$ cat src/rtl/fbcpu_pkg.sv
// Shared constants for the FB-CPU memory subsystem: default RAM geometry,
// master ids and the bound on the starvation-guard counter.
package fbcpu_pkg;

  localparam int DEF_ADDRESS_WIDTH = 6;
  localparam int DEF_DATA_WIDTH    = 10;
  localparam int WAIT_CNT_W        = 4;
  localparam int MAX_WAIT_LIMIT    = 15;

  typedef enum logic {
    MST_CPU = 1'b0,
    MST_LDR = 1'b1
  } mst_id_e;

endpackage

$ cat src/rtl/fb_mem_arbiter_if.sv
// One master's request/grant/read-return channel into the RAM arbiter.
interface fb_mem_arbiter_if #(
  parameter int ADDRESS_WIDTH = 6,
  parameter int DATA_WIDTH    = 10
);

  logic                     req;
  logic                     we;
  logic [ADDRESS_WIDTH-1:0] addr;
  logic [DATA_WIDTH-1:0]    wdata;
  logic                     gnt;
  logic                     rvalid;
  logic [DATA_WIDTH-1:0]    rdata;

  modport master (
    output req, we, addr, wdata,
    input  gnt, rvalid, rdata
  );

  modport slave (
    input  req, we, addr, wdata,
    output gnt, rvalid, rdata
  );

endinterface

$ cat src/rtl/fb_rr_arb2.sv
// Two-way arbiter: round-robin on last_gnt, or M0 priority with a starvation
// override that hands one cycle to M1.
module fb_rr_arb2 (
  input  logic [1:0] req,
  input  logic       last_gnt,
  input  logic       fixed,
  input  logic       starve,
  output logic [1:0] gnt
);

  always_comb begin
    gnt = 2'b00;
    unique case (req)
      2'b01: gnt = 2'b01;
      2'b10: gnt = 2'b10;
      2'b11: begin
        if (fixed) gnt = starve ? 2'b10 : 2'b01;
        else       gnt = last_gnt ? 2'b01 : 2'b10;
      end
      default: gnt = 2'b00;
    endcase
  end

endmodule

$ cat src/rtl/fb_mem_arbiter.sv
// Shares the single-port FB-CPU RAM between the core (M0) and the loader/debug
// port (M1); combinational address path, one-cycle read return to the issuer.
module fb_mem_arbiter
  import fbcpu_pkg::*;
#(
  parameter int ADDRESS_WIDTH = DEF_ADDRESS_WIDTH,
  parameter int DATA_WIDTH    = DEF_DATA_WIDTH,
  parameter bit FIXED_PRIO    = 1'b0,
  parameter int MAX_WAIT      = 4
) (
  input  logic                     clk,
  input  logic                     rst,
  fb_mem_arbiter_if.slave          m0,
  fb_mem_arbiter_if.slave          m1,
  output logic [ADDRESS_WIDTH-1:0] ram_addr,
  output logic                     ram_we,
  output logic [DATA_WIDTH-1:0]    ram_wdata,
  input  logic [DATA_WIDTH-1:0]    ram_rdata
);

  localparam logic [WAIT_CNT_W-1:0] MAX_WAIT_C = WAIT_CNT_W'(MAX_WAIT);

  logic [1:0]            req;
  logic [1:0]            gnt_raw;
  logic [1:0]            gnt;
  logic                  starve;
  mst_id_e               last_gnt;
  mst_id_e               rd_src;
  logic                  rd_pend;
  logic [WAIT_CNT_W-1:0] wait_cnt;

  assign req    = {m1.req, m0.req};
  assign starve = FIXED_PRIO && (wait_cnt == MAX_WAIT_C);

  fb_rr_arb2 u_arb (
    .req      (req),
    .last_gnt (last_gnt == MST_LDR),
    .fixed    (FIXED_PRIO),
    .starve   (starve),
    .gnt      (gnt_raw)
  );

  assign gnt    = rst ? 2'b00 : gnt_raw;
  assign m0.gnt = gnt[0];
  assign m1.gnt = gnt[1];

  always_comb begin
    ram_addr  = '0;
    ram_we    = 1'b0;
    ram_wdata = '0;
    if (gnt[0]) begin
      ram_addr  = m0.addr;
      ram_we    = m0.we;
      ram_wdata = m0.wdata;
    end else if (gnt[1]) begin
      ram_addr  = m1.addr;
      ram_we    = m1.we;
      ram_wdata = m1.wdata;
    end
  end

  always_ff @(posedge clk) begin
    if (rst) begin
      last_gnt <= MST_LDR;
      wait_cnt <= '0;
      rd_pend  <= 1'b0;
      rd_src   <= MST_CPU;
    end else begin
      if (|gnt) begin
        last_gnt <= gnt[1] ? MST_LDR : MST_CPU;
        rd_src   <= gnt[1] ? MST_LDR : MST_CPU;
      end
      rd_pend <= (gnt[0] && !m0.we) || (gnt[1] && !m1.we);
      if (!m1.req || gnt[1])
        wait_cnt <= '0;
      else if (wait_cnt != MAX_WAIT_C)
        wait_cnt <= wait_cnt + WAIT_CNT_W'(1);
    end
  end

  // rst gates rvalid directly so a read pending across reset never surfaces
  assign m0.rvalid = rd_pend && !rst && (rd_src == MST_CPU);
  assign m1.rvalid = rd_pend && !rst && (rd_src == MST_LDR);
  assign m0.rdata  = m0.rvalid ? ram_rdata : '0;
  assign m1.rdata  = m1.rvalid ? ram_rdata : '0;

endmodule

$ cat src/flat_wrapper.sv
// flat-port wrapper written by rule: the top's interface ports become plain ports
module fb_mem_arbiter_flat import fbcpu_pkg::*;
#(
  parameter int ADDRESS_WIDTH = DEF_ADDRESS_WIDTH,
  parameter int DATA_WIDTH    = DEF_DATA_WIDTH,
  parameter bit FIXED_PRIO    = 1'b0,
  parameter int MAX_WAIT      = 4
)
  (clk, rst, ram_addr, ram_we, ram_wdata, ram_rdata, m0_req, m0_we, m0_addr, m0_wdata, m0_gnt, m0_rvalid, m0_rdata, m1_req, m1_we, m1_addr, m1_wdata, m1_gnt, m1_rvalid, m1_rdata);
  fb_mem_arbiter_if #(.ADDRESS_WIDTH(ADDRESS_WIDTH), .DATA_WIDTH(DATA_WIDTH)) m0_i ();
  fb_mem_arbiter_if #(.ADDRESS_WIDTH(ADDRESS_WIDTH), .DATA_WIDTH(DATA_WIDTH)) m1_i ();
  input  logic clk;
  input  logic rst;
  output logic [ADDRESS_WIDTH-1:0] ram_addr;
  output logic ram_we;
  output logic [DATA_WIDTH-1:0] ram_wdata;
  input  logic [DATA_WIDTH-1:0] ram_rdata;
  input wire logic [$bits(m0_i.req)-1:0] m0_req;
  input wire logic [$bits(m0_i.we)-1:0] m0_we;
  input wire logic [$bits(m0_i.addr)-1:0] m0_addr;
  input wire logic [$bits(m0_i.wdata)-1:0] m0_wdata;
  output wire logic [$bits(m0_i.gnt)-1:0] m0_gnt;
  output wire logic [$bits(m0_i.rvalid)-1:0] m0_rvalid;
  output wire logic [$bits(m0_i.rdata)-1:0] m0_rdata;
  input wire logic [$bits(m1_i.req)-1:0] m1_req;
  input wire logic [$bits(m1_i.we)-1:0] m1_we;
  input wire logic [$bits(m1_i.addr)-1:0] m1_addr;
  input wire logic [$bits(m1_i.wdata)-1:0] m1_wdata;
  output wire logic [$bits(m1_i.gnt)-1:0] m1_gnt;
  output wire logic [$bits(m1_i.rvalid)-1:0] m1_rvalid;
  output wire logic [$bits(m1_i.rdata)-1:0] m1_rdata;
  assign m0_i.req = m0_req;
  assign m0_i.we = m0_we;
  assign m0_i.addr = m0_addr;
  assign m0_i.wdata = m0_wdata;
  assign m0_gnt = m0_i.gnt;
  assign m0_rvalid = m0_i.rvalid;
  assign m0_rdata = m0_i.rdata;
  assign m1_i.req = m1_req;
  assign m1_i.we = m1_we;
  assign m1_i.addr = m1_addr;
  assign m1_i.wdata = m1_wdata;
  assign m1_gnt = m1_i.gnt;
  assign m1_rvalid = m1_i.rvalid;
  assign m1_rdata = m1_i.rdata;
  fb_mem_arbiter #(.ADDRESS_WIDTH(ADDRESS_WIDTH), .DATA_WIDTH(DATA_WIDTH), .FIXED_PRIO(FIXED_PRIO), .MAX_WAIT(MAX_WAIT)) u_core (.clk(clk), .rst(rst), .m0(m0_i), .m1(m1_i), .ram_addr(ram_addr), .ram_we(ram_we), .ram_wdata(ram_wdata), .ram_rdata(ram_rdata));
endmodule
$ cat config.mk
export PLATFORM = sky130hd
export DESIGN_NAME = fb_mem_arbiter_flat
export DESIGN_NICKNAME = d
export VERILOG_FILES = /design/src/rtl/fbcpu_pkg.sv /design/src/rtl/fb_mem_arbiter_if.sv /design/src/rtl/fb_rr_arb2.sv /design/src/rtl/fb_mem_arbiter.sv /design/src/flat_wrapper.sv
export SDC_FILE = /design/constraint.sdc
export NUM_CORES = 1
export LEC_CHECK = 0
export ABC_AREA = 1
export CORE_ASPECT_RATIO = 1.5
export CORE_MARGIN = 5
export CORE_UTILIZATION = 27
export CTS_BUF_LIST = sky130_fd_sc_hd__clkbuf_4
export DETAILED_ROUTE_END_ITERATION = 12
export HOLD_SLACK_MARGIN = 0.08
export MAX_ROUTING_LAYER = met4
export PLACE_DENSITY = 0.89
export SLEW_MARGIN = 20
export SYNTH_ARGS = -nofsm -noshare
export SYNTH_HDL_FRONTEND = slang
export SYNTH_SLANG_ARGS = --single-unit
$ cat constraint.sdc
create_clock -name clk -period 1.6 [get_ports clk]
set_input_delay 0.24 -clock clk [delete_from_list [all_inputs] [get_ports clk]]
set_output_delay 0.24 -clock clk [all_outputs]
set_load 0.02 [all_outputs]
* After elaboration in Yosys (flattened, before gate mapping)
Index checks and enable logic that the tools add are counted.
Storage, ports and cells: flip-flop bits (word level) 3, latch bits 0, bits in writable memories 0, bits in read-only memories 0, logic and storage cells 29, memories kept 0
Cells by class: add/subtract/negate cells 0, multipliers 0, div/mod/pow operators 0, magnitude comparators 0, equality and inequality tests 3, shift operators 0, multiplexer cells 12, bitwise gates (word level) 1, reductions and logical operators 10
Operators by type and width (count):
- 10-bit two-way mux | 4
- 6-bit two-way mux | 2
- 2-bit case mux with 3 select lines | 1
- 1-bit logical AND | 5
- 2-bit == test (second input constant) | 2
- 2-bit two-way mux | 2
- 1-bit zero test | 3
- 1-bit two-way mux | 3
- 2-bit by 1-bit == test with 1-bit output (second input constant) | 1
- 2-bit OR reduction | 1
- 1-bit logical OR | 1
- 1-bit inverter | 1

* Logic depth before layout (Yosys ltp)
Gate-level depths: netlist of the first run.
word-level depth 5, mapped depth 6

* Hierarchy
Synthesis of the first run repeated with hierarchy kept, for this count alone.
Unflattened totals: cells, all modules 124, area total of the unflattened synthesis 634.4 µm²
By module, submodules not included:
- fb_mem_arbiter | times used 1, cells each 108, area an instance 569.3 µm², seq. area each 60.1 µm²
- fb_rr_arb2 | times used 1, cells each 16, area an instance 65.1 µm², seq. area each 0.0 µm²

* Worst setup path before layout of the first run
No wires, ideal clock.
path type flip-flop to output port, from register u_core.last_gnt, to output m0_gnt, arrival 0.918 ns, required time 1.360 ns, setup slack 0.442 ns, stages on the path, launching flop included 6, buffers on the path 1, cells stage by stage dfxtp_1 -> inv_1 -> nand2_1 -> buf_4 -> nand2_1 -> nor2_1
On the way: word-level cells in the longest chain between the ends 3
RTL lines:
- from (decl) | line fb_mem_arbiter.sv:27 | mst_id_e last_gnt;
- from (signal assigned) | line fb_mem_arbiter.sv:70 | last_gnt <= gnt[1] ? MST_LDR : MST_CPU;
- 2-bit two-way mux | line fb_rr_arb2.sv:18 | else gnt = last_gnt ? 2'b01 : 2'b10;
- 2-bit case mux with 3 select lines | line fb_rr_arb2.sv:13 | unique case (req)
- 2-bit two-way mux | line fb_mem_arbiter.sv:43 | assign gnt = rst ? 2'b00 : gnt_raw;
- to (decl) | line flat_wrapper.sv:22 | output wire logic [$bits(m0_i.gnt)-1:0] m0_gnt;
Every way passes these cells.

* Worst setup path after layout of the first run
from input rst, to output m1_gnt
On the way: word-level cells in the longest chain between the ends 1
RTL lines:
- from (decl) | line flat_wrapper.sv:13 | input logic rst;
- 2-bit two-way mux | line fb_mem_arbiter.sv:43
- to (decl) | line flat_wrapper.sv:29 | output wire logic [$bits(m1_i.gnt)-1:0] m1_gnt;
Every way passes these cells.

==> results of run 1 <==
-- worst max-delay path: stages --
cell             delay, ns
dlygate4sd2_1         0.27
inv_2                 0.10
buf_4                 0.13
buf_12                0.14
nand3_1               0.10
inv_1                 0.07
clkdlybuf4s15_2       0.25
-- placed cells by master, fill, tap and decap left out --
master	count
buf_4	10
buf_6	2
dfxtp_1	2
nand2_2	2
nand4_1	36
clkdlybuf4s15_1	4
nand3_1	3
bufbuf_16	1
dfxtp_2	1
clkdlybuf4s15_2	17
o211ai_1	1
clkdlybuf4s50_1	44
inv_1	17
buf_2	18
dlygate4sd2_1	5
nand2_4	1
inv_2	1
nand2_1	21
buf_12	1
clkbuf_4	4
nor2_1	22
-- power groups by stage --
stage          Sequential [W]  Combinational, W  Clock, W
4_1_cts             0.0000869          0.000370  0.000158
3_5_place_dp        0.0000857          0.000385         0
5_1_grt             0.0000876          0.000398  0.000157
2_1_floorplan       0.0000847          0.000164         0
3_3_place_gp        0.0000852          0.000376         0
6_report            0.0000871          0.000373  0.000152
-- synth_stat cells (all sizes together) --
library cell,n,area (µm²)
nand4,36,225
nand2,23,88.8
nor2,22,82.6
inv,18,67.6
buf,13,93.8
dfxtp,3,60.1
nand3,3,15.0
o211ai,1,7.51
-- path summary, 6_finish.rpt --
kind	slack [ns]	to	cells past startpoint
setup / recovery	0.07	m1_gnt	7
hold / removal	0.47	u_core.rd_src$_SDFFE_PP0P_	4
setup reg to reg	0.67	u_core.rd_src$_SDFFE_PP0P_	6
hold reg to reg	0.57	u_core.rd_src$_SDFFE_PP0P_	4
-- layout make-up --
class | instances | area, µm² | share of cell area, %
tap | 23 | 28.8 | 1.83
timing repair buffer | 102 | 956 | 60.6
inverter | 18 | 67.6 | 4.29
sequential | 3 | 61.3 | 3.89
multi-input combinational | 86 | 433 | 27.5
clock buffer | 4 | 30.0 | 1.90
-- flip-flops by register name (all words and copies together) (netlist names) --
register and count:
u_core.rd_pend 1, u_core.rd_src 1, u_core.last_gnt 1
-- metal layers --
layer,vias up,routed length (µm),global-route usage [%]
met5,-,0,-
met4,0,56,7.58
li1,595,-,-
met2,88,1770,32.2
met3,6,366,2.58
met1,546,1270,18.5
-- cells by family after synthesis --
kind of cell / count (synthesis) / synth area share, %
simple gates: 84 / 64.3
flops: 3 / 9.38
buf+inv: 31 / 25.2
compound gates: 1 / 1.17
-- through the flow --
step | hold WS [ns] | setup TNS, ns | setup WS (ns) | total power (W)
after floorplan | 0.399 | 0 | 0.442 | 0.000249
after global placement | 0.497 | -15.95 | -0.427 | 0.000461
after detailed placement | 0.528 | -17.29 | -0.476 | 0.000471
after CTS | 0.453 | 0 | 0.0297 | 0.000616
after global routing | 0.504 | 0 | 0.0188 | 0.000642
final | 0.468 | 0 | 0.0674 | 0.000612
-- timing repair --
action / CTS / global route
gates resized for setup: 139 / 4
cloned: 2 / 1
pin swaps: 1 / 0
endpoints found under the setup margin: 41 / 11
setup buffers: 1 / 0
==> impl_metrics.json, run 1 <==
{
  "row_count": 21,
  "fin_cells": 236,
  "power-per-cell-area_nw_per_um2": 388,
  "worst_slew_pin_slew_ns": 0.272,
  "p_int_w": 0.000386,
  "fin_crit_sh_pct": 95.8,
  "die_h_um": 69.7,
  "fin_nets": 262,
  "worstSetupStartpoint": "rst",
  "cts_tree": "yes",
  "post-route-util_pct": 69.8,
  "drc": 0,
  "antenna_found_initial": 0,
  "grt_start_max_net_pins": 20,
  "period_needed_ns": 1.53,
  "insertion_delay_ns": 0.23,
  "yosys_warnings": 0,
  "slew_headroom_pct": 81.9,
  "core_um2": 2260,
  "final_cell_area_um2": 1580,
  "port_buffers": 88,
  "drtPass1Iterations": 6,
  "ctsHtreeMaxLevel": 1,
  "min_path_type": "in -> reg",
  "fillers": 204,
  "overflow": 0,
  "dpl.hpwl_um": 2590,
  "ctsHoldBuffers": 0,
  "drive_above_1_share_pct": 27.2,
  "skew_ns": 0.00132,
  "routed-via-count": 1235,
  "placed_cell_area_um2": 1550,
  "p_leak_nw": 0.832,
  "hold_start": "rst",
  "start_kind": "input pin",
  "r2r_start": "u_core.last_gnt$_SDFFE_PP1P_",
  "switching_share_pct": 37.0,
  "ir_drop_mv": 0.242,
  "rsz0062_at_grt": "no",
  "place.gp.congestion": 0.743,
  "area_growth_pct": 146,
  "viasPerCell": 5.23,
  "finalHoldViolCount": 0,
  "fmax_mhz": 652,
  "cts.clk_slew.worst_paths_ns": 0.04,
  "ys_ff_latch": 3,
  "seqPwrFrac_pct": 14.2,
  "avgRoutedWirePerCell_um": 14.7,
  "grt_pass1_vias": 1147,
  "start_util_pct": 28.3,
  "combPwrFrac_pct": 61.0,
  "ioPinCount": 89,
  "cp.required_ns": 1.36,
  "synthCells": 119,
  "antenna_left": 0,
  "track_usage_pct": 17.9,
  "cts_sinks": 3,
  "setup_viol": 0,
  "max_cap_viol_count": 0,
  "slew_viol_final": 0,
  "dp.cells": 228,
  "clock_path_buffers": 2,
  "yosys.cell_types.count": 12,
  "syn_area_um2": 641,
  "crit_path_end_kind": "output port",
  "p_clk_share_pct": 24.8,
  "avgSynthCellArea_um2": 5.38,
  "status": "complete, no violations",
  "ys_seq_area_share_pct": 9.38,
  "grt_pass1_wl_um": 4950,
  "syn_nets": 167,
  "drt_iter0_markers": 24,
  "totalWireLength_um": 3460,
  "fp.dieArea_um2": 3470,
  "dieWidth_um": 49.8,
  "cts_made_buffers": 3,
  "cp.arrival_ns": 1.29,
  "power_switching_w": 0.000227,
  "criticalPathCategory": "in -> out",
  "root_buffer": "clkbuf_4",
  "antenna_cells": 0,
  "path_max_fanout": 19
}
(Power assumes the default switching activity.)
==> run 2: changes to the inputs <==
Settings changed: SETUP_SLACK_MARGIN set to 0.3.
==> run 2 against run 1 <==
Compared with the run above:
- non-clock buffer count up 8
- flip-flop and latch count unchanged
- sequential power up 4.7%
- worst setup slack better by 0.058 ns
- sequential share of layout area down 0.42 points
- critical path type unchanged
- clock-buffer cell count unchanged
- total power up 28%
- critical endpoint is now ram_wdata[9]
- highest routed layer unchanged
- largest power group unchanged
- largest cell class unchanged
- clock skew up 0.0088 ns
- routed wire length up 48%
==> impl_metrics.json, run 2 (synthesis gave the netlist of run 1 again) <==
{
  "grt_start_max_net_pins": 20,
  "overflow": 0,
  "setup_viol": 0,
  "fin_hold_ws_ns": 0.345,
  "p_clk_share_pct": 21.6,
  "cp.arrival_ns": 1.23,
  "final.setup.worst_slack_ns": 0.125,
  "fmax_mhz": 678,
  "viasPerCell": 5.75,
  "crit_path_end_kind": "output port",
  "dp_slack_ns": -0.476,
  "antenna_cells": 0,
  "finalHoldViolCount": 0,
  "port_buffers": 88,
  "seqPwrFrac_pct": 11.6,
  "combPwrFrac_pct": 66.8,
  "criticalPathCategory": "in -> out",
  "slew_headroom_pct": 79.7,
  "grt_pass1_wl_um": 6020,
  "slew_viol_final": 0,
  "avgRoutedWirePerCell_um": 21.0,
  "ctsHtreeMaxLevel": 1,
  "period_needed_ns": 1.47,
  "root_buffer": "clkbuf_4",
  "min_path_type": "in -> reg",
  "skew_ns": 0.0102,
  "cts_made_buffers": 3,
  "power_switching_w": 0.000319,
  "switching_share_pct": 40.6,
  "routed-via-count": 1402,
  "grt_pass1_vias": 1335,
  "dieWidth_um": 49.8,
  "totalWireLength_um": 5120,
  "start_util_pct": 28.3,
  "placed_cell_area_um2": 1550,
  "top_regs": "u_core.last_gnt (1), u_core.rd_pend (1), u_core.rd_src (1)",
  "path_max_fanout": 9,
  "drc": 0,
  "p_int_w": 0.000467,
  "place.gp.congestion": 0.743,
  "dp.cells": 228,
  "track_usage_pct": 21.9,
  "drtPass1Iterations": 4,
  "cts.clk_slew.worst_paths_ns": 0.04,
  "cts_tree": "yes",
  "ir_drop_mv": 0.541,
  "power-per-cell-area_nw_per_um2": 382,
  "final_cell_mix": "buf_6, clkdlybuf4s50_1, nand4_1, nor2_4, nand2_1",
  "core_um2": 2260,
  "status": "complete, no violations",
  "p_leak_nw": 0.972,
  "hold_depth": 4,
  "drive_above_1_share_pct": 48.4,
  "die_h_um": 69.7,
  "row_count": 21,
  "layout_commonest_cell": "buf_6",
  "fin_nets": 270,
  "area_growth_pct": 221,
  "total_power_w": 0.000785,
  "clock_path_buffers": 2,
  "max_cap_viol_count": 0,
  "final_cell_area_um2": 2060,
  "antenna_found_initial": 0,
  "rsz0062_at_grt": "yes",
  "fin_crit_sh_pct": 92.2,
  "drt_iter0_markers": 63,
  "cts_sinks": 3,
  "start_kind": "input pin",
  "fin_cells": 244,
  "insertion_delay_ns": 0.25,
  "cp.required_ns": 1.36,
  "worst_slew_pin_slew_ns": 0.304,
  "ioPinCount": 89,
  "fp.dieArea_um2": 3470,
  "dpl.hpwl_um": 2590,
  "antenna_left": 0,
  "rr_worst_depth": 6
}
-- run 2: final cells by class --
| class | count | area (µm²) |
|---|---|---|
| inverters | 18 | 72.6 |
| repair buffers | 110 | 1220 |
| flip-flops and latches | 3 | 71.3 |
| well taps | 23 | 28.8 |
| clock buffers | 4 | 30.0 |
| multi-input cells | 86 | 636 |
| fillers | 98 | 204 |
-- run 2: critical path, stage by stage --
cell	delay [ns]
buf_2	0.13
inv_2	0.09
buf_6	0.12
bufbuf_16	0.25
nand4_1	0.12
nand2_1	0.15
buf_6	0.13
-- run 2: power by group through the flow --
stage / Sequential, W / Combinational (W) / Clock (W)
2_1_floorplan: 0.0000847 / 0.000164 / 0
3_3_place_gp: 0.0000852 / 0.000376 / 0
3_5_place_dp: 0.0000857 / 0.000385 / 0
4_1_cts: 0.0000896 / 0.000452 / 0.000158
5_1_grt: 0.0000916 / 0.000549 / 0.000176
6_report: 0.0000912 / 0.000525 / 0.000170
-- run 2: metrics by stage --
stage               util (%)  setup TNS [ns]
global route            91.0               0
detailed placement      68.7          -17.29
floorplan                  -               0
global placement        68.7          -15.95
CTS                     78.0               0
finish                  91.0               0
-- run 2: final timing paths --
kind                                                    from                            to  slack, ns
worst max-delay path                                     rst                  ram_wdata[9]       0.13
worst min-delay path                                     rst    u_core.rd_src$_SDFFE_PP0P_       0.34
worst max register to register    u_core.rd_src$_SDFFE_PP0P_    u_core.rd_src$_SDFFE_PP0P_       0.68
worst min register to register  u_core.last_gnt$_SDFFE_PP1P_  u_core.last_gnt$_SDFFE_PP1P_       0.67
-- run 2: timing repair --
action                     in CTS  in global routing
cloned                          6                  0
setup buffers                   4                  2
setup endpoints to repair      41                 41
resized for setup             258                 80
hold buffers                    0                  0
pin swaps                       4                  6
-- run 2: metal layers --
metal / up-vias / track usage, % / part of all wire [%]
li1: 617 / - / -
met5: - / - / 0
met4: 0 / 9.04 / 4.5
met1: 639 / 23.4 / 36
met3: 23 / 3.44 / 9.6
met2: 123 / 38.7 / 50
==> run 3: changes to the inputs <==
Settings changed: SETUP_SLACK_MARGIN 0.3 to 0.05.
==> run 3 against run 2 <==
Compared with the run above:
- global-route usage down 4.1 points
- maximum frequency down 1.9%
- utilization down 22 points
- register-to-register slack about the same
- cell count down 3.3%
- combinational power down 29%
- hold slack better by 0.12 ns
- cell area down 24%
- flip-flop and latch count unchanged
- sequential share of layout area up 0.61 points
- first-iteration DRC count down 49%
- critical path type unchanged
- critical endpoint is now m1_rdata[6]
- largest cell class unchanged
- largest power group unchanged
- highest routed layer unchanged
==> impl_metrics.json, run 3 (synthesis gave the netlist of run 1 again) <==
{
  "layout_commonest_cell": "clkdlybuf4s50_1",
  "avgRoutedWirePerCell_um": 14.7,
  "top_regs": "u_core.last_gnt (1), u_core.rd_pend (1), u_core.rd_src (1)",
  "grt_pass1_wl_um": 4950,
  "start_util_pct": 28.3,
  "root_buffer": "clkbuf_4",
  "final.setup.worst_slack_ns": 0.0959,
  "path_max_fanout": 11,
  "setup_viol": 0,
  "start_kind": "input pin",
  "slew_viol_final": 0,
  "cp.required_ns": 1.36,
  "viasPerCell": 5.24,
  "rsz0062_at_grt": "yes",
  "final_cell_mix": "clkdlybuf4s50_1, nand4_1, nor2_1, nand2_1, buf_2",
  "port_buffers": 88,
  "slew_headroom_pct": 81.8,
  "period_needed_ns": 1.50,
  "power-per-cell-area_nw_per_um2": 391,
  "track_usage_pct": 17.9,
  "antenna_found_initial": 0,
  "cts_made_buffers": 3,
  "antenna_left": 0,
  "ctsHtreeMaxLevel": 1,
  "drt_iter0_markers": 32,
  "hold_depth": 4,
  "ir_drop_mv": 0.242,
  "die_h_um": 69.7,
  "ctsHoldBuffers": 0,
  "fp.dieArea_um2": 3470,
  "fillers": 204,
  "dp_slack_ns": -0.476,
  "grt_pass1_vias": 1147,
  "criticalPathCategory": "in -> out",
  "status": "complete, no violations",
  "clock_path_buffers": 2,
  "finalHoldViolCount": 0,
  "crit_path_end_kind": "output port",
  "antenna_cells": 0,
  "totalWireLength_um": 3480,
  "fin_hold_ws_ns": 0.468,
  "ioPinCount": 89,
  "cp.arrival_ns": 1.26,
  "dieWidth_um": 49.8,
  "fin_nets": 262,
  "cts.clk_slew.worst_paths_ns": 0.04,
  "drtPass1Iterations": 6,
  "insertion_delay_ns": 0.23,
  "dpl.hpwl_um": 2590,
  "cts_sinks": 3,
  "skew_ns": 0.00149,
  "max_cap_viol_count": 0,
  "fmax_mhz": 665,
  "overflow": 0,
  "drive_above_1_share_pct": 27.7,
  "drc": 0,
  "min_path_type": "in -> reg",
  "routed-via-count": 1237,
  "worst_slew_pin_slew_ns": 0.273,
  "place.gp.congestion": 0.743,
  "rr_worst_depth": 6,
  "fin_crit_sh_pct": 94.0,
  "cts_tree": "yes",
  "core_um2": 2260,
  "p_leak_nw": 0.836,
  "area_growth_pct": 144,
  "row_count": 21,
  "grt_start_max_net_pins": 20
}
[run 3: cell count changes in the layout (fill, tap and decap cells not counted), sizes merged]
cell	previous run	this run
buf	63	33
clkdlybuf4s15	1	18
dlygate4sd2	1	5
clkbuf	4	5
[run 3: through the flow]
stage               instance area (µm²)  std cells  utilization [%]  TNS (ns)  total power, W
CTS                                1570        235             69.3         0        0.000615
global route                       1560        236             69.2         0        0.000641
finish                             1560        236             69.2         0        0.000611
detailed placement                 1550        228             68.7    -17.29        0.000471
floorplan                           641        119                -         0        0.000249
global placement                   1550        228             68.7    -15.95        0.000461
[run 3: power breakdown]
part / switching (W) / internal, W
sequential: 0.00000547 / 0.0000810
clock: 0.0000410 / 0.000110
combinational: 0.000180 / 0.000193
[run 3: final timing paths]
kind | startpoint | endpoint | slack, ns
worst max register to register | u_core.last_gnt$_SDFFE_PP1P_ | u_core.rd_src$_SDFFE_PP0P_ | 0.69
worst min-delay path | rst | u_core.rd_src$_SDFFE_PP0P_ | 0.47
worst max-delay path | rst | m1_rdata[6] | 0.1
worst min register to register | u_core.rd_src$_SDFFE_PP0P_ | u_core.rd_src$_SDFFE_PP0P_ | 0.57
[run 3: final cells by class]
| cell class | count | area [µm²] | area share, % |
|---|---|---|---|
| repair buffers | 102 | 941 | 60.2 |
| multi-input cells | 86 | 433 | 27.7 |
| inverters | 18 | 67.6 | 4.32 |
| flip-flops and latches | 3 | 63.8 | 4.08 |
| clock buffers | 4 | 30.0 | 1.92 |
| well taps | 23 | 28.8 | 1.84 |
[run 3: metal layers]
layer	vias up	track usage, %	wire, µm
li1	595	-	-
met1	546	18.5	1270
met2	90	32.2	1780
met3	6	2.58	373
met4	0	7.58	56
met5	-	-	0
[run 3: critical path, stage by stage]
cell and delay (ns):
dlygate4sd2_1 0.27, inv_2 0.10, nand3_1 0.09, buf_4 0.18, nor2_1 0.08, clkdlybuf4s15_1 0.30
[run 3: repair_timing]
action | in CTS | in global routing
setup buffers | 1 | 0
gates cloned | 2 | 1
setup endpoints to repair | 41 | 20
pin swaps | 1 | 0
resized for setup | 140 | 8
